**src/rtl/instr_encode.sv**
```systemverilog
`default_nettype none
// ============================================================================
// Module      : instr_encode
// Description : Encodes RV32I instruction fields into 32-bit machine words.
//               Each word is pushed into a 2-entry FIFO and then written to
//               instruction memory at sequential byte addresses, starting at
//               BASE_ADDR and advancing by 4 per write.
//               Optional macro ENC_RANGE_CHK_EN adds an immediate
//               representability check that raises err.
// Ports       : clk, rst_n            - clock, async active-low reset
//               clr                   - sync clear of FIFO/address/count/err
//               in_valid / in_ready   - field-set handshake
//               opcode, funct3, funct7,
//               regs_rd/rs1/rs2, imme - instruction fields (imm unencoded)
//               mem_we / mem_ready    - memory write handshake
//               mem_addr, mem_wdata   - write address and encoded word
//               instr_cnt             - words written (mod 2^16)
//               err                   - sticky error flag
// Revision    : 1.0 - initial release
// ============================================================================
module instr_encode #(
    parameter int                ADDR_W    = 12,
    parameter logic [ADDR_W-1:0] BASE_ADDR = '0
) (
    input  logic              clk,
    input  logic              rst_n,
    input  logic              clr,
    input  logic              in_valid,
    output logic              in_ready,
    input  logic [6:0]        opcode,
    input  logic [2:0]        funct3,
    input  logic [6:0]        funct7,
    input  logic [4:0]        regs_rd,
    input  logic [4:0]        regs_rs1,
    input  logic [4:0]        regs_rs2,
    input  logic [31:0]       imme,
    output logic              mem_we,
    input  logic              mem_ready,
    output logic [ADDR_W-1:0] mem_addr,
    output logic [31:0]       mem_wdata,
    output logic [15:0]       instr_cnt,
    output logic              err
);

    localparam logic [6:0] c_OP_R      = 7'b0110011;
    localparam logic [6:0] c_OP_IMM    = 7'b0010011;
    localparam logic [6:0] c_OP_LOAD   = 7'b0000011;
    localparam logic [6:0] c_OP_JALR   = 7'b1100111;
    localparam logic [6:0] c_OP_STORE  = 7'b0100011;
    localparam logic [6:0] c_OP_BRANCH = 7'b1100011;
    localparam logic [6:0] c_OP_LUI    = 7'b0110111;
    localparam logic [6:0] c_OP_AUIPC  = 7'b0010111;
    localparam logic [6:0] c_OP_JAL    = 7'b1101111;

    localparam logic [ADDR_W-1:0] c_ADDR_STEP = ADDR_W'(4);

    logic [31:0]       w_enc;
    logic              w_unknown;
    logic              w_range_err;
    logic              w_push;
    logic              w_pop;

    logic [31:0]       r_mem [2];
    logic              r_wptr;
    logic              r_rptr;
    logic [1:0]        r_count;
    logic [ADDR_W-1:0] r_addr;
    logic [15:0]       r_cnt;
    logic              r_err;

    // Format selection; unknown opcodes fall back to the R layout.
    always_comb begin
        w_enc     = {funct7, regs_rs2, regs_rs1, funct3, regs_rd, opcode};
        w_unknown = 1'b0;
        case (opcode)
            c_OP_R: ;
            c_OP_IMM, c_OP_LOAD, c_OP_JALR:
                w_enc = {imme[11:0], regs_rs1, funct3, regs_rd, opcode};
            c_OP_STORE:
                w_enc = {imme[11:5], regs_rs2, regs_rs1, funct3, imme[4:0], opcode};
            c_OP_BRANCH:
                w_enc = {imme[12], imme[10:5], regs_rs2, regs_rs1, funct3,
                         imme[4:1], imme[11], opcode};
            c_OP_LUI, c_OP_AUIPC:
                w_enc = {imme[31:12], regs_rd, opcode};
            c_OP_JAL:
                w_enc = {imme[20], imme[10:1], imme[11], imme[19:12], regs_rd, opcode};
            default:
                w_unknown = 1'b1;
        endcase
    end

`ifdef ENC_RANGE_CHK_EN
    // Immediate must sign-extend from its encoded width; branch/jump
    // offsets must also be even since bit 0 is not encoded.
    always_comb begin
        w_range_err = 1'b0;
        case (opcode)
            c_OP_IMM, c_OP_LOAD, c_OP_JALR, c_OP_STORE:
                w_range_err = !((&imme[31:11]) || !(|imme[31:11]));
            c_OP_BRANCH:
                w_range_err = !((&imme[31:12]) || !(|imme[31:12])) || imme[0];
            c_OP_JAL:
                w_range_err = !((&imme[31:20]) || !(|imme[31:20])) || imme[0];
            c_OP_LUI, c_OP_AUIPC:
                w_range_err = |imme[11:0];
            default:
                w_range_err = 1'b0;
        endcase
    end
`else
    assign w_range_err = 1'b0;
`endif

    // in_ready depends only on registered occupancy, never on mem_ready.
    assign in_ready  = (r_count != 2'd2);
    assign mem_we    = (r_count != 2'd0);
    assign mem_wdata = mem_we ? r_mem[r_rptr] : 32'h0;
    assign mem_addr  = r_addr;
    assign instr_cnt = r_cnt;
    assign err       = r_err;

    assign w_push = in_valid & in_ready;
    assign w_pop  = mem_we & mem_ready;

    always_ff @(posedge clk or negedge rst_n) begin
        if (!rst_n) begin
            r_mem[0] <= 32'h0;
            r_mem[1] <= 32'h0;
            r_wptr   <= 1'b0;
            r_rptr   <= 1'b0;
            r_count  <= 2'd0;
            r_addr   <= BASE_ADDR;
            r_cnt    <= 16'h0;
            r_err    <= 1'b0;
        end else if (clr) begin
            r_wptr  <= 1'b0;
            r_rptr  <= 1'b0;
            r_count <= 2'd0;
            r_addr  <= BASE_ADDR;
            r_cnt   <= 16'h0;
            r_err   <= 1'b0;
        end else begin
            if (w_push) begin
                r_mem[r_wptr] <= w_enc;
                r_wptr        <= ~r_wptr;
                if (w_unknown || w_range_err) begin
                    r_err <= 1'b1;
                end
            end
            if (w_pop) begin
                r_rptr <= ~r_rptr;
                r_addr <= r_addr + c_ADDR_STEP;
                r_cnt  <= r_cnt + 16'd1;
            end
            case ({w_push, w_pop})
                2'b10:   r_count <= r_count + 2'd1;
                2'b01:   r_count <= r_count - 2'd1;
                default: r_count <= r_count;
            endcase
        end
    end

endmodule
`default_nettype wire

```
**config.mk**
```make
export PLATFORM = sky130hd
export DESIGN_NAME = instr_encode
export DESIGN_NICKNAME = d
export VERILOG_FILES = /design/src/rtl/instr_encode.sv
export SDC_FILE = /design/constraint.sdc
export NUM_CORES = 1
export LEC_CHECK = 0
export ABC_AREA = 1
export CAP_MARGIN = 20
export CORE_MARGIN = 5
export CORE_UTILIZATION = 52
export CTS_BUF_LIST = sky130_fd_sc_hd__clkbuf_4
export CTS_CLUSTER_SIZE = 10
export DETAILED_ROUTE_END_ITERATION = 7
export PLACE_DENSITY = 0.84
export SYNTH_ARGS = -nofsm -noshare
export SYNTH_HDL_FRONTEND = slang
export SYNTH_SLANG_ARGS = --single-unit
```
**constraint.sdc**
```tcl
create_clock -name clk -period 1.8 [get_ports clk]
set_input_delay 0.36 -clock clk [delete_from_list [all_inputs] [get_ports clk]]
set_output_delay 0.36 -clock clk [all_outputs]
set_load 0.05 [all_outputs]
```
==> results_dict.tcl <==
set metrics [dict create \
    portBuffers 129 \
    drtPass1Iterations 6 \
    grt_setup_unrepaired "true" \
    diodes 0 \
    crit_fanout 20 \
    ant_nets 0 \
    worstPathArrival_ns 1.64 \
    hp-class "input port to async pin" \
    syn_inst 772 \
    cts_root_buf "clkbuf_4" \
    gp_congestion 0.945 \
    clock_latency_ns 0.45 \
    r2r_start "r_count[0]" \
    core-area_sq_um 10200 \
    clkTransAtPathRegs_ns 0.16 \
    dp_hpwl_microns 12000 \
    p_leak_nw 3.67 \
    use_met1_pct 34.4 \
    rows 37 \
    min_period_ns 2.00 \
    final_common_cell "nand2_1" \
    ir_worst_vdd_mv 0.491 \
    cp-startpoint "r_rptr" \
    final.period_utilization_pct 111 \
    synth_top_area_share_pct 44.3 \
    setup_violations 33 \
    setup_ws_ns -0.196 \
    die_y_microns 112 \
    avgRoutedWirePerCell_microns 15.6 \
    drive_gt1_share_pct 22.8 \
    vias 5975 \
    grt_use_total_pct 26.6 \
    final_hold_viol_count 0 \
    drv_cap 0 \
    grt.overflow.total 0 \
    synth_area_leaders "dfrtp_1, nand2_1, nand3_1" \
    vias_per_cell 5.53 \
    antenna_found_initial 0 \
    finalPower_mw 6.39 \
    post-route-drc-count 0 \
    ys_seq_area_share_pct 44.3 \
    synth_top_area_cell "dfrtp_1" \
    start_util_pct 52.7 \
    die_w_microns 112 \
    top_usage_layer "met2" \
    crit_required_ns 1.44 \
    wirelength_microns 16800 \
    violations "setup timing" \
    crit_path_end_kind "output pin" \
    most-common-layout-cells "nand2_1, dfrtp_1, nand3_1" \
    ys_ff_latch 95 \
    die_area_sq_um 12500 \
    slew_violations 0 \
    grt_use_met2_pct 44.6 \
    synth_area_sq_um 5370 \
    grt_pass1_wl_microns 27700 \
    clockBufferDepth 2 \
    yosys_warnings 0 \
    numClockSinks 95 \
    worstSetupPathType "flip-flop to output pin" \
    skew_ns 0.0217 \
    whs_ns 0.374 \
    nNetsFinal 1011 \
    power.density_nw_per_um2 834 \
    max_freq_mhz 501 \
    io_pins 132 \
    area.growth.synth_to_final_pct 42.6 \
    cts_tree "yes" \
    syn_avg_cell_area_sq_um 6.96 \
    drt_iter0_markers 625 \
    grt_start_max_net_pins 36 \
    status "complete, but fails checks" \
    critPathLaunchType "flip-flop" \
    grtUsageMet3_pct 5.98 \
    grt_pass1_vias 5819 \
    synth_cell_types 24 \
    h-tree-depth 3 \
    cts_made_buffers 9 \
]
==> report_power, final <==
group | internal (mW) | total, mW | switching, mW
registers | 2.51 | 2.74 | 0.228
clock network | 0.579 | 1.35 | 0.775
logic | 0.870 | 2.29 | 1.42
total | 3.96 | 6.39 | 2.42
==> layout make-up <==
cell class | instances | area, sq um
Sequential cell | 95 | 2380
Tap cell | 136 | 170
Fill cell | 748 | 2520
Multi-Input combinational cell | 582 | 2780
Inverter | 60 | 230
Timing Repair Buffer | 192 | 1930
Clock buffer | 9 | 67.6
Clock inverter | 7 | 104
==> synthesized netlist by cell type (all sizes together) <==
library cell,number
buf,26
nor3,7
xnor2,1
clkinv,2
a21oi,48
and2,1
dfrtp,95
clkbuf,10
nand3,89
nand4,12
ha,2
conb,1
nand3b,1
nand2,289
nor2,59
o21ai,71
inv,58
==> per-stage QoR <==
step           setup slack (ns)  setup TNS (ns)  std cells  cell area, sq um  utilization, %
2_1_floorplan            -0.101           -1.06        773              5480               -
6_report                 -0.196           -4.38       1081              7660            75.2
5_1_grt                  -0.288           -7.17       1081              7660            75.2
3_5_place_dp             -0.306          -10.98       1055              7140            70.1
4_1_cts                  -0.196           -5.06       1077              7530            73.9
3_3_place_gp             -0.275           -8.43       1055              7140            70.1
==> critical path, stage by stage, from the launching register on <==
cell and delay (ns):
dfrtp_2 0.40, buf_4 0.12, buf_12 0.16, nand2_1 0.08, a21oi_2 0.22, buf_6 0.19
==> logic make-up (layout without fill, tap and decap cells) <==
family	Yosys count	count (layout)	share of synthesized area (%)
simple gates	458	458	36.2
buf+inv	96	268	7.76
xor+xnor	1	1	0.163
fa+ha+maj	2	2	0.466
other cells	1	2	0.0698
flops	95	95	44.3
compound gates	119	119	11.1
==> worst paths after layout <==
check / endpoint / slack [ns] / cells past startpoint
hold reg to reg: r_mem[31] / 0.50 / 2
setup reg to reg: r_count[0] / 0.17 / 8
max in group asynchronous: r_rptr / 0.81 / 3
min in group clk: r_mem[31] / 0.50 / 2
hold / removal: r_mem[37] / 0.37 / 2
setup / recovery: mem_wdata[23] / -0.20 / 5
==> repair_timing <==
action	in CTS	in global routing
hold buffers	1	0
gates cloned	1	2
setup endpoints to repair	33	38
resized for setup	51	21
setup buffers	4	2
pin swaps	0	5
endpoints found under the hold margin	29	0
==> layer usage <==
| layer | wire length (microns) | vias up | share of wire [%] |
|---|---|---|---|
| li1 | - | 2827 | - |
| met4 | 291 | 0 | 1.7 |
| met2 | 8400 | 297 | 50 |
| met1 | 6670 | 2822 | 40 |
| met5 | 0 | - | 0 |
| met3 | 1480 | 29 | 8.8 |
==> flip-flops by register name, summed over array words and instances (netlist names) <==
signal     count
err            1
instr_cnt     16
mem_addr      10
r_count        2
r_mem         64
r_rptr         1
r_wptr         1
Note: power is estimated with default switching activity, not from simulation.
